### config.mk
export PLATFORM = sky130hd
export DESIGN_NAME = time_keeper
export DESIGN_NICKNAME = d
export VERILOG_FILES = /design/src/rtl/clock_pkg.sv /design/src/rtl/bcd_mod_counter.sv /design/src/rtl/time_keeper.sv
export SDC_FILE = /design/constraint.sdc
export NUM_CORES = 1
export LEC_CHECK = 0
export BUFFER_PORTS_ARGS = -buffer_cell sky130_fd_sc_hd__buf_2
export CAP_MARGIN = 20
export CORE_MARGIN = 3
export CORE_UTILIZATION = 64
export CTS_CLUSTER_SIZE = 12
export DETAILED_ROUTE_END_ITERATION = 12
export PLACE_DENSITY_LB_ADDON = 0.3
export SLEW_MARGIN = 20
export SYNTH_ARGS = -nofsm -noshare
export SYNTH_HDL_FRONTEND = slang
export SYNTH_SLANG_ARGS = --single-unit
### constraint.sdc
create_clock -name clk -period 5.8 [get_ports clk]
set_input_delay 0.58 -clock clk [delete_from_list [all_inputs] [get_ports clk]]
set_output_delay 0.58 -clock clk [all_outputs]
set_load 0.02 [all_outputs]
### src/rtl/clock_pkg.sv
// Shared types and limits for the time_keeper clock.
// Provides the BCD digit type, range limits and digit-split helpers.
package clock_pkg;

    typedef logic [3:0] bcd_t;

    localparam int unsigned SEC_MAX  = 59;
    localparam int unsigned MIN_MAX  = 59;
    localparam int unsigned HR24_MAX = 23;
    localparam int unsigned HR12_MIN = 1;
    localparam int unsigned HR12_MAX = 12;

    function automatic bcd_t bcd_tens(input int unsigned v);
        return bcd_t'(v / 10);
    endfunction

    function automatic bcd_t bcd_ones(input int unsigned v);
        return bcd_t'(v % 10);
    endfunction

endpackage

### src/rtl/bcd_mod_counter.sv
// Two-digit BCD counter with programmable min/max and wrap-to-min.
// Ports: clk, clr (sync, active-high, loads RST_*), inc, load_min,
//        min_tens/min_ones, max_tens/max_ones, tens/ones (registered), carry.
module bcd_mod_counter
    import clock_pkg::*;
#(
    parameter bcd_t RST_TENS = '0,
    parameter bcd_t RST_ONES = '0
) (
    input  logic clk,
    input  logic clr,
    input  logic inc,
    input  logic load_min,
    input  bcd_t min_tens,
    input  bcd_t min_ones,
    input  bcd_t max_tens,
    input  bcd_t max_ones,
    output bcd_t tens,
    output bcd_t ones,
    output logic carry
);

    bcd_t tens_q, tens_d;
    bcd_t ones_q, ones_d;
    logic at_max;

    always_comb begin
        tens_d = tens_q;
        ones_d = ones_q;
        at_max = (tens_q == max_tens) && (ones_q == max_ones);
        carry  = inc && at_max && !load_min;
        if (load_min) begin
            tens_d = min_tens;
            ones_d = min_ones;
        end else if (inc) begin
            if (at_max) begin
                tens_d = min_tens;
                ones_d = min_ones;
            end else if (ones_q == 4'd9) begin
                tens_d = tens_q + 4'd1;
                ones_d = 4'd0;
            end else begin
                ones_d = ones_q + 4'd1;
            end
        end
    end

    always_ff @(posedge clk) begin
        if (clr) begin
            tens_q <= RST_TENS;
            ones_q <= RST_ONES;
        end else begin
            tens_q <= tens_d;
            ones_q <= ones_d;
        end
    end

    assign tens = tens_q;
    assign ones = ones_q;

endmodule

### src/rtl/time_keeper.sv
// Real-time clock: prescaler, binary seconds, BCD minutes and hours.
// Ports: clk, clr (sync, active-high), run, set_hr, set_min,
//        in1..in4 (hour tens/ones, minute tens/ones), sec_tick, pm.
// Macro TWELVE_HOUR_EN selects 12 h mode (12,01..11) with pm flag;
// default build is 24 h (00..23) with pm tied 0.
module time_keeper
    import clock_pkg::*;
#(
    parameter int TICK_DIV = 100000000
) (
    input  logic clk,
    input  logic clr,
    input  logic run,
    input  logic set_hr,
    input  logic set_min,
    output bcd_t in1,
    output bcd_t in2,
    output bcd_t in3,
    output bcd_t in4,
    output logic sec_tick,
    output logic pm
);

    localparam int PW = $clog2(TICK_DIV);
    localparam logic [PW-1:0] PRESC_LAST = PW'(TICK_DIV - 1);

`ifdef TWELVE_HOUR_EN
    localparam int unsigned HR_LO  = HR12_MIN;
    localparam int unsigned HR_HI  = HR12_MAX;
    localparam int unsigned HR_RST = HR12_MAX;
`else
    localparam int unsigned HR_LO  = 0;
    localparam int unsigned HR_HI  = HR24_MAX;
    localparam int unsigned HR_RST = 0;
`endif

    logic [PW-1:0] presc_q, presc_d;
    logic [5:0]    sec_q, sec_d;
    logic          sec_tick_q, sec_tick_d;
    logic          pm_q, pm_d;

    logic tick;
    logic adv;
    logic sec_wrap;
    logic min_inc;
    logic min_carry;
    logic hr_inc;
    logic hr_carry_unused;

    always_comb begin
        tick     = run && (presc_q == PRESC_LAST);
        // A set pulse steals the tick: time does not advance this cycle.
        adv      = tick && !set_hr && !set_min;
        sec_wrap = adv && (sec_q == 6'(SEC_MAX));
        min_inc  = set_min || sec_wrap;
        // Minute wrap from set_min must not ripple into hours.
        hr_inc   = set_hr || (min_carry && !set_min);

        presc_d = presc_q;
        if (set_min) begin
            presc_d = '0;
        end else if (run) begin
            presc_d = tick ? '0 : presc_q + PW'(1);
        end

        sec_d = sec_q;
        if (set_min) begin
            sec_d = '0;
        end else if (adv) begin
            sec_d = sec_wrap ? 6'd0 : sec_q + 6'd1;
        end

        sec_tick_d = tick;

`ifdef TWELVE_HOUR_EN
        pm_d = pm_q ^ (hr_inc && in1 == 4'd1 && in2 == 4'd1);
`else
        pm_d = 1'b0;
`endif
    end

    always_ff @(posedge clk) begin
        if (clr) begin
            presc_q    <= '0;
            sec_q      <= '0;
            sec_tick_q <= 1'b0;
            pm_q       <= 1'b0;
        end else begin
            presc_q    <= presc_d;
            sec_q      <= sec_d;
            sec_tick_q <= sec_tick_d;
            pm_q       <= pm_d;
        end
    end

    bcd_mod_counter #(
        .RST_TENS (4'd0),
        .RST_ONES (4'd0)
    ) u_min (
        .clk      (clk),
        .clr      (clr),
        .inc      (min_inc),
        .load_min (1'b0),
        .min_tens (4'd0),
        .min_ones (4'd0),
        .max_tens (bcd_tens(MIN_MAX)),
        .max_ones (bcd_ones(MIN_MAX)),
        .tens     (in3),
        .ones     (in4),
        .carry    (min_carry)
    );

    bcd_mod_counter #(
        .RST_TENS (bcd_tens(HR_RST)),
        .RST_ONES (bcd_ones(HR_RST))
    ) u_hr (
        .clk      (clk),
        .clr      (clr),
        .inc      (hr_inc),
        .load_min (1'b0),
        .min_tens (bcd_tens(HR_LO)),
        .min_ones (bcd_ones(HR_LO)),
        .max_tens (bcd_tens(HR_HI)),
        .max_ones (bcd_ones(HR_HI)),
        .tens     (in1),
        .ones     (in2),
        .carry    (hr_carry_unused)
    );

    assign sec_tick = sec_tick_q;
    assign pm       = pm_q;

endmodule
* After elaboration in Yosys (flattened, before gate mapping)
Cells that the tools add are included.
** Word-level totals
- Memory bits (writable) :: 0
- Memories :: 0
- Logic and storage cells :: 47
- Memory bits (read-only) :: 0
- Input port bits :: 5
- Bits in latches :: 0
- Flip-flop bits (word level) :: 50
** Cells by class
- Add/subtract/negate cells :: 6
- $mul :: 0
- Reductions and logical operators :: 17
- Equal/unequal tests :: 7
- Div/mod/pow operators :: 0
- Bitwise operators :: 0
- Shift-type cells :: 0
- Multiplexer cells :: 10
- Magnitude comparators :: 0
** Operator list (number)
- two-way mux 4 bit :: 8
- adder 27 x 1 -> 27 bit, second input constant :: 1
- == test 27 bit, second input constant :: 1
- two-way mux 27 bit :: 1
- adder 4 x 1 -> 4 bit, second input constant :: 4
- == test 4 x 2 -> 1 bit, second input constant :: 2
- == test 4 bit, second input constant :: 2
- logical AND 1 bit :: 8
- adder 6 x 1 -> 6 bit, second input constant :: 1
- == test 6 bit, second input constant :: 1
- two-way mux 6 bit :: 1
- == test 4 x 3 -> 1 bit, second input constant :: 1
- AND reduction 2 bit :: 2
- nonzero test 2 bit :: 2
- logical NOT 1 bit :: 2
- logical OR 1 bit :: 2
- OR reduction 2 bit :: 1

* Logic depth before layout (Yosys ltp)
Gate-level depths: netlist of the first run.
- Word-level depth :: 10
- Mapped depth :: 8

* Cells and area by module
Synthesis of the first run repeated with hierarchy kept, for this count alone.
** Unflattened totals
- Cell total of the unflattened synthesis :: 379
- Area, all modules :: 3211.8 µm²
** Modules (own cells, without submodules)
- time_keeper :: area each 1795.5 µm², cells an instance 203, instances 1, sequential area each 680.7 µm²
- bcd_mod_counter :: area each 708.2 µm², cells an instance 88, instances 2, sequential area each 160.2 µm²

* Least setup slack after synthesis of the first run
No wires, ideal clock.
- Path type :: input-to-reg
- Start :: input run
- End :: register sec_q[3]
- Required time :: 5730 ps
- Arrival time :: 2168 ps
- Setup slack :: 3562 ps
- Stages on the path :: 7
- Library setup time :: 70 ps
- Cell sequence :: buf_4 > and4_1 > buf_6 > nand4_4 > or4_4 > or4_1 > a21oi_1
** On the way
- Cells in the longest elaborated chain, start to end :: 5
** Ends and longest elaborated chain
- start: declaration :: RTL line time_keeper.sv:13 : input logic run,
- logical AND 1 bit (*) :: RTL line time_keeper.sv:51 : tick = run && (presc_q == PRESC_LAST);
- logical AND 1 bit (*) (2 in series) :: RTL line time_keeper.sv:53 : adv = tick && !set_hr && !set_min;
- logical AND 1 bit :: RTL line time_keeper.sv:54 : sec_wrap = adv && (sec_q == 6'(SEC_MAX));
- two-way mux 6 bit :: RTL line time_keeper.sv:70 : sec_d = sec_wrap ? 6'd0 : sec_q + 6'd1;
- end signal: assignment :: RTL line time_keeper.sv:85 : sec_q <= '0;
- end signal: assignment :: RTL line time_keeper.sv:90 : sec_q <= sec_d;
- end: declaration :: RTL line time_keeper.sv:38 : logic [5:0] sec_q, sec_d;
Every way passes the cells marked *; elsewhere a longest branch is shown, timed or not.
A chain may end at the register's enable or synchronous reset.

* Final worst setup path of the first run
- Start :: register presc_q[0]
- End :: register presc_q[26]
** On the way
- Cells in the longest elaborated chain, start to end :: 3
- Elaborated cells between the ends (all ways) :: 4
** Ends and longest elaborated chain
- start: declaration :: RTL line time_keeper.sv:37 : logic [PW-1:0] presc_q, presc_d;
- start signal: assignment :: RTL line time_keeper.sv:89 : presc_q <= presc_d;
- parallel branches: the longest is 2 deep, another holds adder 27 x 1 -> 27 bit
- two-way mux 27 bit (*) :: RTL line time_keeper.sv:63 : presc_d = tick ? '0 : presc_q + PW'(1);
Mark *: on every way between the ends.

==> results of run 1 <==
[cell usage in the layout (no fill, tap or decap), types with 3 or more instances in the layout]
| master | count |
|---|---|
| ha_1 | 10 |
| and3_1 | 8 |
| xnor2_1 | 20 |
| nor3_1 | 20 |
| and4_1 | 7 |
| nand3b_1 | 3 |
| a21oi_1 | 8 |
| xor2_1 | 7 |
| nand4_1 | 9 |
| o211ai_1 | 3 |
| or3_1 | 5 |
| buf_2 | 21 |
| and4b_1 | 3 |
| o31ai_1 | 3 |
| nand3_1 | 12 |
| mux2i_1 | 3 |
| nor4_1 | 8 |
| o21ai_0 | 9 |
| o41ai_1 | 3 |
| clkbuf_8 | 5 |
| or4_1 | 3 |
| o22ai_1 | 3 |
| inv_1 | 8 |
| nor2_1 | 42 |
| dfxtp_1 | 50 |
| nand2_1 | 30 |
[stage by stage]
| stage | cells | util [%] | setup WS [ps] |
|---|---|---|---|
| floorplan | 324 | - | 3560 |
| global placement | 377 | 71.9 | 3310 |
| detailed placement | 377 | 71.9 | 3230 |
| CTS | 385 | 74.7 | 3370 |
| global route | 385 | 74.7 | 3140 |
| finish | 385 | 74.7 | 3380 |
[power breakdown]
part           leakage, nW  switching (mW)  internal, mW
clock network       0.0524           0.107         0.129
registers            0.403         0.00327         0.346
logic                0.576          0.0214       0.00945
total                 1.03           0.132         0.484
[flip-flops by register name, indices dropped and copies added, names as in the netlist]
signal / cells
presc_q: 27
sec_q: 6
u_hr.ones: 4
u_hr.tens: 4
u_min.ones: 4
u_min.tens: 4
sec_tick: 1
[worst max-delay path, cell delays in order (launching register included)]
cell and delay [ps]:
dfxtp_1 400, ha_1 210, and4_1 460, and4_1 330
nand2_1 130, nand2_1 620, nor2_1 130
[cell families after synthesis]
family	synth area share, %
DFF	37.2
buffers and inverters	4.56
adders and majority gates	4.65
AOI/OAI and AO/OA	10.2
muxes	1.12
other	0.139
and+or+nand+nor	33.3
xor gates and xnor gates	8.79
[cell type report]
type / count / area [um2]
clock buffers: 7 / 76.3
inverters: 9 / 33.8
multi-input cells: 248 / 1570
clock inverters: 1 / 30.0
repair buffers: 22 / 113
fillers: 296 / 975
flip-flops and latches: 50 / 1000
well taps: 48 / 60.1
[metal layers]
layer / track usage (%) / routed length (um)
met1: 29.0 / 2470
met2: 36.5 / 2690
met3: 4.55 / 271
met4: 9.39 / 119
met5: 0 / 0
[path summary, 6_finish.rpt]
path                            cells past startpoint                         end  slack (ps)                  startpoint
worst min register to register                      2  u_min.ones[2]$_SDFFE_PP0P_         500  u_min.ones[2]$_SDFFE_PP0P_
worst max register to register                      6    presc_q[26]$_SDFFE_PP0P_        3380     presc_q[0]$_SDFFE_PP0P_
worst min-delay path                                2  u_min.ones[2]$_SDFFE_PP0P_         500  u_min.ones[2]$_SDFFE_PP0P_
worst max-delay path                                6    presc_q[26]$_SDFFE_PP0P_        3380     presc_q[0]$_SDFFE_PP0P_
==> metrics, run 1 <==
WL final=~5.6 mm; CTS max path bufs=2; initial antenna violation count=0; Final setup viols=0; 1st-iter DRT viols=140; Hold Buf Count CTS=0; Net Count, Synth=339; wire per inst=between 10 and 15 um; ys async rst share=0%; CTS tree=done; Worst VDD drop=about 0.13 mV; # rows=22; Slew Viols, Final=0; post-CTS sizing=0; Core Area=a little under 0.004 mm2; Yosys reg bits=50; layout cells sized above 1=roughly 10%; Mean Syn Cell Area=around 8.3 um2; Netlist cell types=52; Power Density=around 210 mW/mm2; Worst-Skew Late Latency=approximately 300 ps; Leak=approximately 1.0 nW; Critical Path AT=around 2600 ps; Tmin final=roughly 2400 ps; crit end category=flop; final hold slack=505 ps; Synth area leader=dfxtp_1; grt total ovfl=0; RSZ-0062 raised after global routing=no; Power Total=~0.6 mW; postcts setup bufs=0; Slew headroom=around 46%; number of vias per cell=around 6; synthesized area=approximately 0.0027 mm2; top-level I/O count=23; Primary FF master, synth=dfxtp_1; worst endpoint required time=~6000 ps; largest net degree at the start of global routing=26; final worst-path cycle share=between 40% and 50%; Antenna Nets Post-Route=0; Worst-Margin Slew=between 800 and 900 ps; largest cells by area after synthesis=dfxtp_1 37%, xnor2_1 6.5%, nor2_1 5.9%; synth warn=0; Starting Density=69.8%; global-route wire length before repair=roughly 9 mm; HPWL after DPL=~3.9 mm; Tot GR Track Use=between 20% and 30%; Post-Syn Instances=324; Sink Count=50; clock root buffer=clkbuf_8; max frequency=slightly above 0.4 GHz; die area=approximately 0.005 mm2; vias in the first global route=approximately 2200; clock skew=11.6 ps; CP max FO=25; CP Class=flop to flop; number of port buffers=21; Die X=about 71 um; Hold Fails Final Rpt=0; Post-DP Area=around 0.0028 mm2; setup_tns=0 ps; vias=~2400; share of the synthesized area in the top cell type=between 30% and 40%; Hold Crit Class=flop to flop; gpl congestion=between 0.8 and 0.9; clock-pin transition on the worst setup and hold timing paths=about 90 ps; Critical Path Start Type=flop; Die Y=just over 70 um; drt pass-1 iters=4; number of flops mapped to enable cells by yosys=0; CTS Buf Count=5; fin area=roughly 0.0029 mm2; DRC viols=0; Area growth syn-to-layout=7.07%; Max Cap Viol=0; register area share after synthesis=between 30% and 40%; commonest cells in the netlist=50 x dfxtp_1, 42 x nor2_1, 30 x nand2_1; post-layout net count=roughly 350; Ant. Diodes=0; count leader, synth=dfxtp_1; status=finished, final reports clean; H-tree depth=2
(Power assumes the default switching activity.)
==> run 2, diff against run 1 <==
Settings changed: CORE_UTILIZATION 64 to 59.
Clock period 5.8 ns to 2.4 ns, I/O delays scaled along.
==> metrics, run 2 (synthesis results as in run 1) <==
vias in the first global route=2145 (-0.74%); CTS max path bufs=2 (unchanged); Die Y=73.5 um (+3.8%); max frequency=0.446 GHz (+8.1%); r2r setup slk=160 ps (-3220 ps); H-tree depth=2 (unchanged); Slowest-stage cell, CP=or4_4; Core Area=0.00420 mm2 (+9.0%); crit end category=flop; biggest regs=presc_q: 27 flops, sec_q: 6 flops; post-layout net count=357 (+1.7%); CP max FO=6 (-76%); CP max stage delay=520 ps (-100 ps); global-route wire length before repair=9.49 mm (+2.6%); number of vias per cell=6.00 (-2.2%); worst-path cell chain=ha_1 > and4_2 > nand4_4 > or4_4 > or4_1 > a21oi_1; WL final=5.53 mm (-0.45%); max reg flops=27 (unchanged); final worst-path cycle share=93.3% (+52 points); clock-pin transition on the worst setup and hold timing paths=90 ps (about the same); Die X=73.5 um (+3.8%); Worst-Skew Late Latency=310 ps (about the same); Tmin final=2240 ps (-181 ps); CTS tree=done; Antenna Nets Post-Route=0 (unchanged); fillers=352 (+19%); fin area=0.00293 mm2 (+1.8%); DRC viols=0 (unchanged); HPWL after DPL=3.88 mm (-1.3%); Area growth syn-to-layout=8.98%; Critical Path AT=2480 ps (-100 ps); Leak=1.07 nW (+3.6%); Power Total=1.50 mW (+140%); Final setup viols=0 (unchanged); Biggest register=presc_q; largest net degree at the start of global routing=26 (unchanged); top-level I/O count=23 (unchanged); Sink Count=50 (unchanged); setup_tns=0 ps (unchanged); Starting Density=64.0% (-5.8 points); wire per inst=14.1 um (-2.5%); pre-CTS setup slack=141 ps (-3090 ps); Post-DP Area=0.00282 mm2 (+1.7%); most frequent cells in the layout=50 x dfxtp_1, 42 x nor2_1, 30 x nand2_1; postcts setup bufs=0 (unchanged); drt pass-1 iters=4 (unchanged); Critical Path Start Type=flop; number of port buffers=21 (unchanged); 1st-iter DRT viols=164 (+17%); status=finished, final reports clean; Hold Buf Count CTS=0 (unchanged); die area=0.00540 mm2 (+7.8%); clock skew=8.84 ps (-2.74 ps); Slew Viols, Final=0 (unchanged); Max Cap Viol=0 (unchanged); Worst VDD drop=0.360 mV (+170%); CTS Buf Count=5 (unchanged); grt total ovfl=0 (unchanged); Final Core Density=69.7% (-5.0 points); # rows=23 (+4.5%); layout cells sized above 1=12.5% (+2.4 points); RSZ-0062 raised after global routing=no; Tot GR Track Use=21.9% (-0.53 points); vias=2359 (-0.13%); commonest non-fill, non-tap cell in the layout=dfxtp_1; fin worst setup slack=160 ps (-3220 ps); Hold Crit Class=primary input to flop; Hold Fails Final Rpt=0 (unchanged); Ant. Diodes=0 (unchanged); worst endpoint required time=2640 ps (-3310 ps); CP Class=flop to flop; Power Density=512 mW/mm2 (+140%); initial antenna violation count=0 (unchanged); clock root buffer=clkbuf_8; gpl congestion=0.855 (-0.40%)
==> run 2: cell types whose count changed in the layout (fill, tap and decap cells not counted) <==
cell	before	now
and4_2	1	2
buf_4	1	7
clkbuf_1	2	0
and4_1	7	6
clkinv_2	0	2
==> run 2: through the flow <==
stage          std cells  hold slack [ps]
5_1_grt              393              291
6_report             393              278
4_1_cts              393              280
3_5_place_dp         385              497
2_1_floorplan        324              421
3_3_place_gp         385              478
==> run 2: routing by layer <==
layer / vias to the layer above / share of wire, % / track usage, %
met2: 59 / 48 / 36.4
met3: 7 / 5.0 / 4.65
li1: 1196 / - / -
met4: 0 / 1.3 / 7.44
met5: - / 0 / 0
met1: 1097 / 45 / 28.0
==> run 2: worst paths after layout <==
kind	start	to	cells past startpoint
max reg2reg	presc_q[0]$_SDFFE_PP0P_	sec_q[3]$_SDFFE_PP0P_	6
min reg2reg	u_min.ones[2]$_SDFFE_PP0P_	u_min.ones[2]$_SDFFE_PP0P_	2
min	run	presc_q[0]$_SDFFE_PP0P_	3
max	presc_q[0]$_SDFFE_PP0P_	sec_q[3]$_SDFFE_PP0P_	6
==> run 2: layout make-up <==
| cell class | count | area, um2 | share of cell area, % |
|---|---|---|---|
| multi-input cells | 248 | 1570 | 53.5 |
| flip-flops and latches | 50 | 1000 | 34.2 |
| repair buffers | 28 | 158 | 5.38 |
| clock buffers | 5 | 68.8 | 2.35 |
| well taps | 50 | 62.6 | 2.13 |
| clock inverters | 3 | 40.0 | 1.37 |
| inverters | 9 | 33.8 | 1.15 |
==> run 2: where the power goes <==
part	switching, mW	leakage, nW	internal [mW]
combinational	0.0524	0.607	0.0241
clock	0.272	0.0579	0.307
sequential	0.00887	0.403	0.836
==> run 2: worst max-delay path: cells and delay by family (launching register included) <==
kind | cells | cell delay [ps]
compound gates | 1 | 140
flops | 1 | 400
fa+ha+maj | 1 | 210
simple gates | 4 | 1420
==> run 2: repair_timing <==
action | in CTS | in global routing
hold endpoints to repair | 0 | 0
gates resized for setup | 0 | 1
setup endpoints to repair | 0 | 1
